## src/rtl/hazard_pkg.sv

```systemverilog
// Shared definitions for the pipeline hazard sequencer.
//   hazard_state_t : sequencer state (RUN, MEM_WAIT, FAULT)
//   XZR            : architectural zero register, never a hazard source
package hazard_pkg;

    typedef enum logic [1:0] {
        RUN      = 2'd0,
        MEM_WAIT = 2'd1,
        FAULT    = 2'd2
    } hazard_state_t;

    localparam logic [4:0] XZR = 5'd31;

endpackage

```

## src/rtl/sat_counter.sv

```systemverilog
// Saturating up-counter used for the stall/flush performance counters.
//   clk   : clock
//   rst_n : asynchronous active-low reset, clears the count
//   inc   : increment request for this cycle
//   count : current value, holds at all-ones once reached
module sat_counter #(
    parameter int W = 16
) (
    input  logic         clk,
    input  logic         rst_n,
    input  logic         inc,
    output logic [W-1:0] count
);

    logic [W-1:0] r_count;

    always_ff @(posedge clk or negedge rst_n) begin
        if (!rst_n) begin
            r_count <= '0;
        end else if (inc && (r_count != '1)) begin
            r_count <= r_count + 1'b1;
        end
    end

    assign count = r_count;

endmodule

```

## src/rtl/hazard_control_unit.sv

```systemverilog
// Pipeline hazard sequencer: load-use bubble, taken-branch flush, data-memory
// wait freeze with timeout watchdog, and saturating stall/flush counters.
//
// state    | meaning
// ---------+-----------------------------------------------------------
// RUN      | normal issue; hazards resolved combinationally
// MEM_WAIT | MEM-stage access outstanding; wait counter tracks its age
// FAULT    | access exceeded MEM_TIMEOUT cycles; pipeline frozen until reset
//
// Inputs : clk, rst_n, IF/ID source regs + UsesRm2, ID/EX load info,
//          EX/MEM access/branch info, dmem_ready
// Outputs: PCWrite, IF_ID_Write, ID_EX_Bubble, Flush, Stall_All (Mealy),
//          mem_fault (sticky), stall_cycles, flush_count
module hazard_control_unit
    import hazard_pkg::*;
#(
    parameter int MEM_TIMEOUT = 64,
    parameter int CNT_W       = 16
) (
    input  logic             clk,
    input  logic             rst_n,
    input  logic [4:0]       IF_ID_RegisterRn1,
    input  logic [4:0]       IF_ID_RegisterRm2,
    input  logic             IF_ID_UsesRm2,
    input  logic             ID_EX_MemRead,
    input  logic [4:0]       ID_EX_RegisterRd,
    input  logic             EX_MEM_MemAccess,
    input  logic             dmem_ready,
    input  logic             EX_MEM_BranchTaken,
    output logic             PCWrite,
    output logic             IF_ID_Write,
    output logic             ID_EX_Bubble,
    output logic             Flush,
    output logic             Stall_All,
    output logic             mem_fault,
    output logic [CNT_W-1:0] stall_cycles,
    output logic [CNT_W-1:0] flush_count
);

    localparam int WAIT_W = (MEM_TIMEOUT > 2) ? $clog2(MEM_TIMEOUT) : 1;
    localparam logic [WAIT_W-1:0] WAIT_LAST = WAIT_W'(MEM_TIMEOUT - 1);

    hazard_state_t     r_state;
    hazard_state_t     w_state_nxt;
    logic [WAIT_W-1:0] r_wait_cnt;
    logic [WAIT_W-1:0] w_wait_cnt_nxt;
    logic              w_mem_stall;
    logic              w_load_use;
    logic              w_stall_inc;

    assign w_mem_stall = EX_MEM_MemAccess & ~dmem_ready;
    assign w_load_use  = ID_EX_MemRead & (ID_EX_RegisterRd != XZR) &
                         ((ID_EX_RegisterRd == IF_ID_RegisterRn1) |
                          (IF_ID_UsesRm2 & (ID_EX_RegisterRd == IF_ID_RegisterRm2)));

    // Mealy control; a branch coincident with mem_stall is not lost because the
    // EX/MEM inputs are held and the flush fires on the release cycle.
    always_comb begin
        PCWrite      = 1'b1;
        IF_ID_Write  = 1'b1;
        ID_EX_Bubble = 1'b0;
        Flush        = 1'b0;
        Stall_All    = 1'b0;
        if (!rst_n) begin
            PCWrite      = 1'b0;
            IF_ID_Write  = 1'b0;
            ID_EX_Bubble = 1'b1;
            Flush        = 1'b1;
        end else if ((r_state == FAULT) || w_mem_stall) begin
            PCWrite     = 1'b0;
            IF_ID_Write = 1'b0;
            Stall_All   = 1'b1;
        end else if (EX_MEM_BranchTaken) begin
            Flush = 1'b1;
        end else if (w_load_use) begin
            PCWrite      = 1'b0;
            IF_ID_Write  = 1'b0;
            ID_EX_Bubble = 1'b1;
        end
    end

    always_comb begin
        w_state_nxt    = r_state;
        w_wait_cnt_nxt = r_wait_cnt;
        unique case (r_state)
            RUN: begin
                if (w_mem_stall) begin
                    w_state_nxt    = MEM_WAIT;
                    w_wait_cnt_nxt = WAIT_W'(1);
                end
            end
            MEM_WAIT: begin
                if (!w_mem_stall) begin
                    w_state_nxt    = RUN;
                    w_wait_cnt_nxt = '0;
                end else if (r_wait_cnt == WAIT_LAST) begin
                    w_state_nxt = FAULT;
                end else begin
                    w_wait_cnt_nxt = r_wait_cnt + 1'b1;
                end
            end
            FAULT: begin
                w_state_nxt = FAULT;
            end
            default: begin
                w_state_nxt    = RUN;
                w_wait_cnt_nxt = '0;
            end
        endcase
    end

    always_ff @(posedge clk or negedge rst_n) begin
        if (!rst_n) begin
            r_state    <= RUN;
            r_wait_cnt <= '0;
        end else begin
            r_state    <= w_state_nxt;
            r_wait_cnt <= w_wait_cnt_nxt;
        end
    end

    assign mem_fault   = (r_state == FAULT);
    // Frozen FAULT cycles are not counted as stalls.
    assign w_stall_inc = ~PCWrite & (r_state != FAULT);

    sat_counter #(.W(CNT_W)) u_stall_cnt (
        .clk   (clk),
        .rst_n (rst_n),
        .inc   (w_stall_inc),
        .count (stall_cycles)
    );

    sat_counter #(.W(CNT_W)) u_flush_cnt (
        .clk   (clk),
        .rst_n (rst_n),
        .inc   (Flush),
        .count (flush_count)
    );

endmodule

```

## config.mk

```make
export PLATFORM = sky130hd
export DESIGN_NAME = hazard_control_unit
export DESIGN_NICKNAME = d
export VERILOG_FILES = /design/src/rtl/hazard_pkg.sv /design/src/rtl/sat_counter.sv /design/src/rtl/hazard_control_unit.sv
export SDC_FILE = /design/constraint.sdc
export NUM_CORES = 1
export LEC_CHECK = 0
export CORE_MARGIN = 2
export CORE_UTILIZATION = 45
export CTS_CLUSTER_SIZE = 24
export DETAILED_ROUTE_END_ITERATION = 8
export PLACE_DENSITY = 0.75
export SLEW_MARGIN = 5
export SYNTH_ARGS = -nofsm -noshare
export SYNTH_HDL_FRONTEND = slang
export SYNTH_SLANG_ARGS = --single-unit
```

## constraint.sdc

```tcl
create_clock -name clk -period 2.9 [get_ports clk]
set_clock_uncertainty 0.2 [all_clocks]
set_input_delay 0.725 -clock clk [delete_from_list [all_inputs] [get_ports clk]]
set_output_delay 0.725 -clock clk [all_outputs]
set_load 0.03 [all_outputs]
```

==> results.toml, run 1 <==
[outcome]
outcome = "finished, final reports clean"

[placed_design]
buffer_ports.inserted = 59
place_inst = 345
dp_hpwl_mm = 3.56
place_congestion = 0.795

[sta]
fin_crit_ps = 2840
maxClockFrequency_mhz = 352
worst_slew_pin_slew_ps = 479
setup_viol = 0
final_setup_tns_ps = 0
worst_slew_margin_rel_pct = 67.9
min_period_over_period_pct = 97.9
drv_slew = 0
finalHoldViolCount = 0

[logic_synthesis]
cell_with_the_most_instances_after_synthesis = "dfrtp_1"
syn_avg_cell_area_sq_um = 10.5
synth_top_area_share_pct = 44.6
most_used_standard_cells_in_the_synthesized_netlist = "dfrtp_1, nand2_1, xnor2_1, nand3_1"
ys_types = 43
netlist.top_cell.by_area = "dfrtp_1"
syn_inst = 213
synth_flop_cell = "dfrtp_1"
synth.top_cells.by_area = "dfrtp_1, xnor2_1, xor2_1"
synth.ff_latch_count = 40
synth-edff-count = 0
syn-num-nets = 238
yosysWarnings = 0
async_flop_share_pct = 100
synth-seq-area-share_pct = 44.6
post_synth_instance_area_sq_um = 2240

[global_routing]
global_route_wire_length_before_repair_mm = 7.83
grt.total_usage_pct = 18.1
vias_in_the_first_global_route = 1765
grt_overflow_total = 0
antenna_found_initial = 0
pin_count_of_the_biggest_net_entering_global_routing = 34

[clock_network]
worst_skew_pair.late_latency_ps = 280
cts.sinks = 40
worst_setup_hold_path_clk_slew_ps = 70
tritoncts = "done"
cts_buffers = 5
cts_hold_fix_bufs = 0
cts-root-buf = "clkbuf_8"
h-tree-depth = 2
ctsLongestPathBuffers = 2

[final_layout]
layout.filler_cells = 409
finish.cell_count_without_fillers = 353
drive_above_1_share_pct = 17.8
diodes = 0
syn_to_final_growth_pct = 34.8
fin_nets = 311

[pwr]
vdd_ir_drop_max_mv = 0.359
power.leakage_nw = 1.21
totalPowerFinal_mw = 1.39
powerDensity_nw_per_um2 = 459

[floorplanning]
chipWidth_um = 74.6
io-pin-count = 60
die_y_um = 74.6
core_ar_sq_um = 4750
fp.dieArea_sq_um = 5560
initial_cell_density_of_the_core_pct = 47.2
fp-row-count = 25

[setup_path]
reg2reg_from = "r_wait_cnt[0]"
worstPathArrival_ps = 1910
crit_startpoint = "dmem_ready"
critical_path.startpoint_type = "input pin"
worst-path-max-fanout = 3
end_kind = "output port"
setup.worst_path.class = "in -> out"
worstPathRequired_ps = 1980

[drt]
drt_iter0_markers = 39
post-route-drc-count = 0
met1Wirelength_mm = 2.04
detail-route-antenna-nets = 0
avgViaCountPerCell = 5.14
routed_wirelength_mm = 4.58
total_length_of_routed_met3_wires_um = 194
drt_pass1_iterations = 4
routed-via-count = 1816
wl_met2_mm = 2.31
routedWlPerCell_um = 13.0
top_layer_used = "met4"

[job]
max_cap_violations = 0

[worst_hold_path]
holdCritPathClass = "in -> async"
cell usage in the layout, fill, tap and decap left out, types with 2 or more instances in the layout:
cell             count
nand2_1             21
buf_4               15
clkdlybuf4s50_1     38
dlygate4sd2_1       14
nor4_2               2
nor2b_1              2
nor3_1               4
a21oi_1              5
nand3_1             18
nor2_1              16
nor3_2               6
nand2b_1             4
nand4_1              6
and3_1               2
and2_1               2
mux2_2               4
inv_1                6
ha_1                 3
and4_1               2
nor3b_2              3
dfrtp_1             40
xnor2_1             19
clkbuf_8             5
xor2_1              16
o21ai_0              9
state kept, by name, indices dropped and copies added, names as in the netlist:
| name | count |
|---|---|
| u_flush_cnt.count | 16 |
| u_stall_cnt.count | 16 |
| r_wait_cnt | 6 |
| r_state | 2 |
final cells by class:
class / count / area [sq um] / share of cell area, %
well taps: 67 / 83.8 / 2.77
clock buffers: 6 / 72.6 / 2.40
multi-input cells: 163 / 1190 / 39.5
inverters: 6 / 22.5 / 0.745
repair buffers: 70 / 644 / 21.3
flip-flops and latches: 40 / 1000 / 33.1
clock inverters: 1 / 5.00 / 0.166
metrics by stage:
step | area [sq um] | setup slack (ps) | utilization [%] | hold WS, ps
detailed placement | 2940 | -192 | 61.8 | 274
finish | 3020 | 61.0 | 63.6 | 91.2
floorplan | 2240 | 261 | - | 229
global route | 3020 | -12.4 | 63.6 | 95.7
global placement | 2940 | -145 | 61.8 | 264
CTS | 3000 | 13.4 | 63.2 | 82.8
final timing paths:
check	endpoint	slack [ps]	cells past startpoint
min	r_wait_cnt[5]	90	1
min reg2reg	r_wait_cnt[5]	280	1
max reg2reg	r_wait_cnt[4]	800	7
max in group asynchronous	u_flush_cnt.count[7]	1750	2
min in group clk	r_wait_cnt[5]	280	1
max	IF_ID_Write	60	5
kinds of logic (layout without fill, tap and decap cells):
logic type                 count (synthesis)  in the layout  synth area share, %
xor gates and xnor gates                  35             35                 13.7
muxes                                      4              4                 2.01
adders and majority gates                  3              3                 1.67
buffers and inverters                     10             83                 2.51
AOI/OAI and AO/OA                         26             26                 9.88
and+or+nand+nor                           95             95                 25.6
DFF                                       40             40                 44.6
timing repair:
item                                    4_1_cts  5_1_grt
buffers inserted                              0        1
pin swaps                                    14        5
endpoints found under the setup margin        3        3
gates resized for setup                      15        2
critical path, stage by stage:
cell and delay, ps:
clkdlybuf4s50_1 480, nand2b_1 190, nand3_1 140, a21oi_4 190, buf_4 190
power by group:
part	internal, mW	total [mW]	switching [mW]
clock	0.164	0.341	0.177
combinational	0.170	0.380	0.210
sequential	0.605	0.666	0.0616
total	0.939	1.39	0.449
routing by layer:
metal / vias to the layer above / GRT usage (%)
li1: 894 / -
met1: 875 / 23.6
met2: 45 / 30.1
met3: 2 / 4.34
met4: 0 / 4.96
met5: - / 0
Power figures use the tool's default switching activity.
==> run 2: changes to the inputs <==
--- a/config.mk
+++ b/config.mk
@@ -6,10 +6,11 @@
 export NUM_CORES = 1
 export LEC_CHECK = 0
 export CORE_MARGIN = 2
-export CORE_UTILIZATION = 45
-export CTS_CLUSTER_SIZE = 24
+export CORE_UTILIZATION = 48
+export CTS_CLUSTER_SIZE = 28
 export DETAILED_ROUTE_END_ITERATION = 8
-export PLACE_DENSITY = 0.75
+export PLACE_DENSITY = 0.79
+export RECOVER_POWER = 25
 export SLEW_MARGIN = 5
 export SYNTH_ARGS = -nofsm -noshare
 export SYNTH_HDL_FRONTEND = slang
==> run 2 against run 1 <==
Effect of this change: fmax up 0.86%; clock power is 36% higher; global-route usage up 2.0 points; critical path type unchanged; highest routed layer unchanged; count of clock-buffer cells in the layout decreased by 1; worst setup slack better by 24 ps; sequential power about the same.
==> results.toml, run 2 (same netlist as run 1, synthesis figures left out) <==
[outcome]
outcome = "finished, final reports clean"

[global_routing]
global_route.peak_usage_layer = "met2"
use_met2_pct = 33.8
global_route_wire_length_before_repair_mm = 8.24
grt.total_usage_pct = 20.1
grt_overflow_total = 0
vias_in_the_first_global_route = 1799
grt_use_met3_pct = 4.44
antenna_found_initial = 0
pin_count_of_the_biggest_net_entering_global_routing = 38
grt_util_met1_pct = 25.3

[pwr]
p_int_mw = 1.04
pwr-share-comb_pct = 25.1
vdd_ir_drop_max_mv = 0.274
power.leakage_nw = 1.28
powerDensity_nw_per_um2 = 493
power.share.clock_pct = 30.7
net_load_switching_power_mw = 0.478
switching_share_pct = 31.6
share_seq_of_total_power_pct = 44.2

[setup_path]
crit_startpoint = "dmem_ready"
worstPathBufferInverterCount = 2
cpLargestDelayFamily = "buffers and inverters"
slowest_stage = "clkdlybuf4s50_1"
critical_path.startpoint_type = "input pin"
max_stage_delay_ps = 500
worstPathRequired_ps = 1980
reg2reg_from = "r_wait_cnt[0]"
path_cells = "clkdlybuf4s50_1 > nand2b_4 > nand3_1 > a21oi_4 > buf_6"
setup.worst_path.class = "in -> out"
worstPathArrival_ps = 1890
worst-path-max-fanout = 5
end_kind = "output port"

[floorplanning]
core_ar_sq_um = 4410
initial_cell_density_of_the_core_pct = 50.8
die_y_um = 72.3
fp.dieArea_sq_um = 5230
fp-row-count = 24
chipWidth_um = 72.3
io-pin-count = 60

[clock_network]
tritoncts = "done"
ctsLongestPathBuffers = 2
worst_setup_hold_path_clk_slew_ps = 80
cts-root-buf = "clkbuf_8"
worst_skew_pair.late_latency_ps = 290
cts.sinks = 40
h-tree-depth = 2
cts_buffers = 5

[drt]
routed-via-count = 1843
routedWlPerCell_um = 14.1
detail-route-antenna-nets = 0
routed_wirelength_mm = 4.80
avgViaCountPerCell = 5.44
post-route-drc-count = 0
drt_iter0_markers = 75
drt_pass1_iterations = 6

[placed_design]
buffer_ports.inserted = 59
place_congestion = 0.805
place_inst = 329
detailed_place.area_sq_um = 2910
dp_hpwl_mm = 3.63

[sta]
finalHoldViolCount = 0
worst_slew_pin_slew_ps = 926
fin_crit_ps = 2810
maxClockFrequency_mhz = 355
final_setup_tns_ps = 0
drv_slew = 0
setup_viol = 0
fin_worst_hold_slack_ps = 44.7
min_period_over_period_pct = 97.1
rsz_0062_raised_after_global_routing = "false"
worst_slew_margin_rel_pct = 38.3

[final_layout]
layout.filler_cells = 356
layout.cells.most_common_list = "dfrtp_1, clkdlybuf4s50_1, nand2_1, xnor2_1, nand3_1"
multi_input_area_sq_um = 1190
fin_nets = 311
drive_above_1_share_pct = 18.8
diodes = 0
finish.cell_count_without_fillers = 339
area.sequential_sq_um = 1000
layout.cells.most_common = "dfrtp_1"
layout.cell_area.non_filler_sq_um = 3070
syn_to_final_growth_pct = 36.9

[worst_hold_path]
holdCritPathClass = "in -> async"

[job]
max_cap_violations = 0
[run 2: cell type report]
class                   count  area share [%]
clock buffers               5            2.24
flip-flops and latches     40            32.6
inverters                   6           0.734
well taps                  52            2.12
repair buffers             70            21.9
multi-input cells         163            38.9
clock inverters             3            1.51
[run 2: timing repair]
item | CTS | global route
pin swaps | 7 | 8
hold buffers | 0 | 0
endpoints found under the setup margin | 3 | 3
gates resized for setup | 12 | 9
setup buffers | 2 | 0
[run 2: path summary, 6_finish.rpt]
check	to	slack, ps	cells past startpoint
hold / removal	r_wait_cnt[3]	40	1
setup reg to reg	r_wait_cnt[4]	730	7
setup / recovery	IF_ID_Write	90	5
hold reg to reg	r_wait_cnt[5]	300	1
max in group asynchronous	r_wait_cnt[5]	1350	2
min in group clk	r_wait_cnt[5]	300	1
[run 2: power groups by stage]
stage               clock [mW]  sequential, mW  combinational, mW
CTS                      0.476           0.667              0.385
floorplan                    0           0.760              0.127
global placement             0           0.675              0.377
global route             0.500           0.676              0.409
detailed placement           0           0.679              0.385
finish                   0.465           0.669              0.379
[run 2: layer usage]
layer  up-vias  wire (um)
met5         -          0
met4         0         63
met3         4        265
met2        56       2420
met1       891       2040
li1        892          -
[run 2: metrics by stage]
step | setup WS, ps | total power, mW | utilization (%)
3_3_place_gp | -145 | 1.05 | 66.0
3_5_place_dp | -190 | 1.06 | 66.0
2_1_floorplan | 261 | 0.886 | -
5_1_grt | 26.1 | 1.58 | 69.5
6_report | 85.0 | 1.51 | 69.5
4_1_cts | 1.61 | 1.53 | 69.0
==> run 3: changes to the inputs <==
--- a/config.mk
+++ b/config.mk
@@ -5,13 +5,12 @@
 export SDC_FILE = /design/constraint.sdc
 export NUM_CORES = 1
 export LEC_CHECK = 0
+export ABC_CLOCK_PERIOD_IN_PS = 2900
 export CORE_MARGIN = 2
-export CORE_UTILIZATION = 48
+export CORE_UTILIZATION = 25
 export CTS_CLUSTER_SIZE = 28
 export DETAILED_ROUTE_END_ITERATION = 8
-export PLACE_DENSITY = 0.79
 export RECOVER_POWER = 25
-export SLEW_MARGIN = 5
 export SYNTH_ARGS = -nofsm -noshare
 export SYNTH_HDL_FRONTEND = slang
 export SYNTH_SLANG_ARGS = --single-unit
==> run 3 against run 2 <==
Effect of this change: first-iteration DRC count decreased by 12%; final cell count grew 16%; flip-flop and latch count unchanged; sequential share of layout area shrank 0.45 points; largest cell class unchanged; critical path type unchanged.
==> results.toml, run 3 (same netlist as run 1, synthesis figures left out) <==
[outcome]
outcome = "finished, final reports clean"

[setup_path]
critical_path.startpoint_type = "input pin"
worstPathRequired_ps = 1980
worst-path-max-fanout = 3
slowest_stage = "clkdlybuf4s50_1"
reg2reg_from = "r_state[0]"
max_stage_delay_ps = 440
setup.worst_path.class = "in -> out"
path_cells = "clkdlybuf4s50_1 > nand2b_1 > buf_4 > a31o_4 > buf_4"
critical_path.most_common_cell = "buf_4"
worstPathArrival_ps = 1940
crit_startpoint = "dmem_ready"
end_kind = "output port"

[clock_network]
cts_hold_fix_bufs = 0
cts-root-buf = "clkbuf_8"
worst_setup_hold_path_clk_slew_ps = 80
cts.sinks = 40
h-tree-depth = 2
tritoncts = "done"
worst_skew_pair.late_latency_ps = 290
ctsLongestPathBuffers = 2
cts_buffers = 5

[drt]
routed_wirelength_mm = 4.86
avgViaCountPerCell = 4.54
detail-route-antenna-nets = 0
drt_iter0_markers = 66
routed-via-count = 1787
post-route-drc-count = 0
drt_pass1_iterations = 4
routedWlPerCell_um = 12.3

[placed_design]
placement.setup.worst_slack_ps = -142
dp_hpwl_mm = 3.78
place_congestion = 0.752
buffer_ports.inserted = 59

[sta]
drv_slew = 0
worst_slew_margin_rel_pct = 31.6
min_period_over_period_pct = 98.8
fin_crit_ps = 2870
finalHoldViolCount = 0
worst_slew_pin_slew_ps = 1030
setup_viol = 0
maxClockFrequency_mhz = 349
fin_worst_hold_slack_ps = 289
setup_ws_ps = 34.6
rsz_0062_raised_after_global_routing = "false"

[global_routing]
grt_overflow_total = 0
pin_count_of_the_biggest_net_entering_global_routing = 41
global_route_wire_length_before_repair_mm = 8.11
vias_in_the_first_global_route = 1702
antenna_found_initial = 0
grt.total_usage_pct = 10.3

[worst_hold_path]
holdCritPathClass = "reg -> reg"
min_from = "r_wait_cnt[5]"

[final_layout]
drive_above_1_share_pct = 18.2
fin_nets = 311
diodes = 0
syn_to_final_growth_pct = 38.8
finish.utilization_pct = 35.7
layout.cells.most_common = "dfrtp_1"
layout.cells.most_common_list = "dfrtp_1, clkdlybuf4s50_1, nand2_1, xnor2_1, nand3_1"

[pwr]
vdd_ir_drop_max_mv = 0.215
powerDensity_nw_per_um2 = 506
power.leakage_nw = 1.23

[floorplanning]
fp.dieArea_sq_um = 9740
chipWidth_um = 98.7
die_y_um = 98.7
initial_cell_density_of_the_core_pct = 25.7
io-pin-count = 60
core_ar_sq_um = 8720
fp-row-count = 34

[job]
max_cap_violations = 0
==> run 3: changes by cell type in the layout (fill, tap and decap cells not counted), moves of 2 or more <==
cell            change
dlymetal6s2s_1      -7
buf_4               +2
buf_6               -2
dlygate4sd2_1       +7
==> run 3: stage by stage <==
step | std cells | area [sq um] | total power [mW] | setup TNS (ps)
after global routing | 394 | 3110 | 1.65 | 0
after global placement | 387 | 3000 | 1.06 | -283
after detailed placement | 387 | 3000 | 1.07 | -360
final | 394 | 3110 | 1.58 | 0
after CTS | 394 | 3110 | 1.60 | 0
after floorplan | 213 | 2240 | 0.886 | 0
==> run 3: final timing paths <==
path / end / slack, ps / cells past startpoint
setup / recovery: Flush / 30 / 5
hold / removal: r_wait_cnt[5] / 290 / 1
setup reg to reg: u_flush_cnt.count[7] / 790 / 8
max in group asynchronous: u_stall_cnt.count[2] / 1290 / 2
hold reg to reg: r_wait_cnt[5] / 290 / 1
min in group asynchronous: u_flush_cnt.count[10] / 570 / 2
==> run 3: metal layers <==
layer	global-route usage (%)	routed length, um
met5	0	0
met4	3.79	60
met3	3.19	372
met2	16.6	2240
met1	12.9	2190
==> run 3: timing repair <==
action,4_1_cts,5_1_grt
setup buffers,0,0
pin swaps,15,2
endpoints found under the setup margin,3,1
resized for setup,15,0
==> run 3: cell type report <==
cell class	count	area (sq um)
sequential	40	1000
fill	888	5610
clock inverter	2	60.1
multi-input combinational	163	1180
timing repair buffer	70	639
clock buffer	5	68.8
inverter	6	22.5
tap	108	135
==> run 3: critical path, delay by kind of cell <==
family          cells  cell delay (ps)
buf+inv             3              770
compound gates      1              240
simple gates        1              200
==> run 3: report_power, final <==
| group | internal, mW | total, mW | switching [mW] |
|---|---|---|---|
| clock | 0.339 | 0.530 | 0.191 |
| sequential | 0.605 | 0.670 | 0.0652 |
| combinational | 0.169 | 0.376 | 0.207 |
| total | 1.11 | 1.58 | 0.463 |
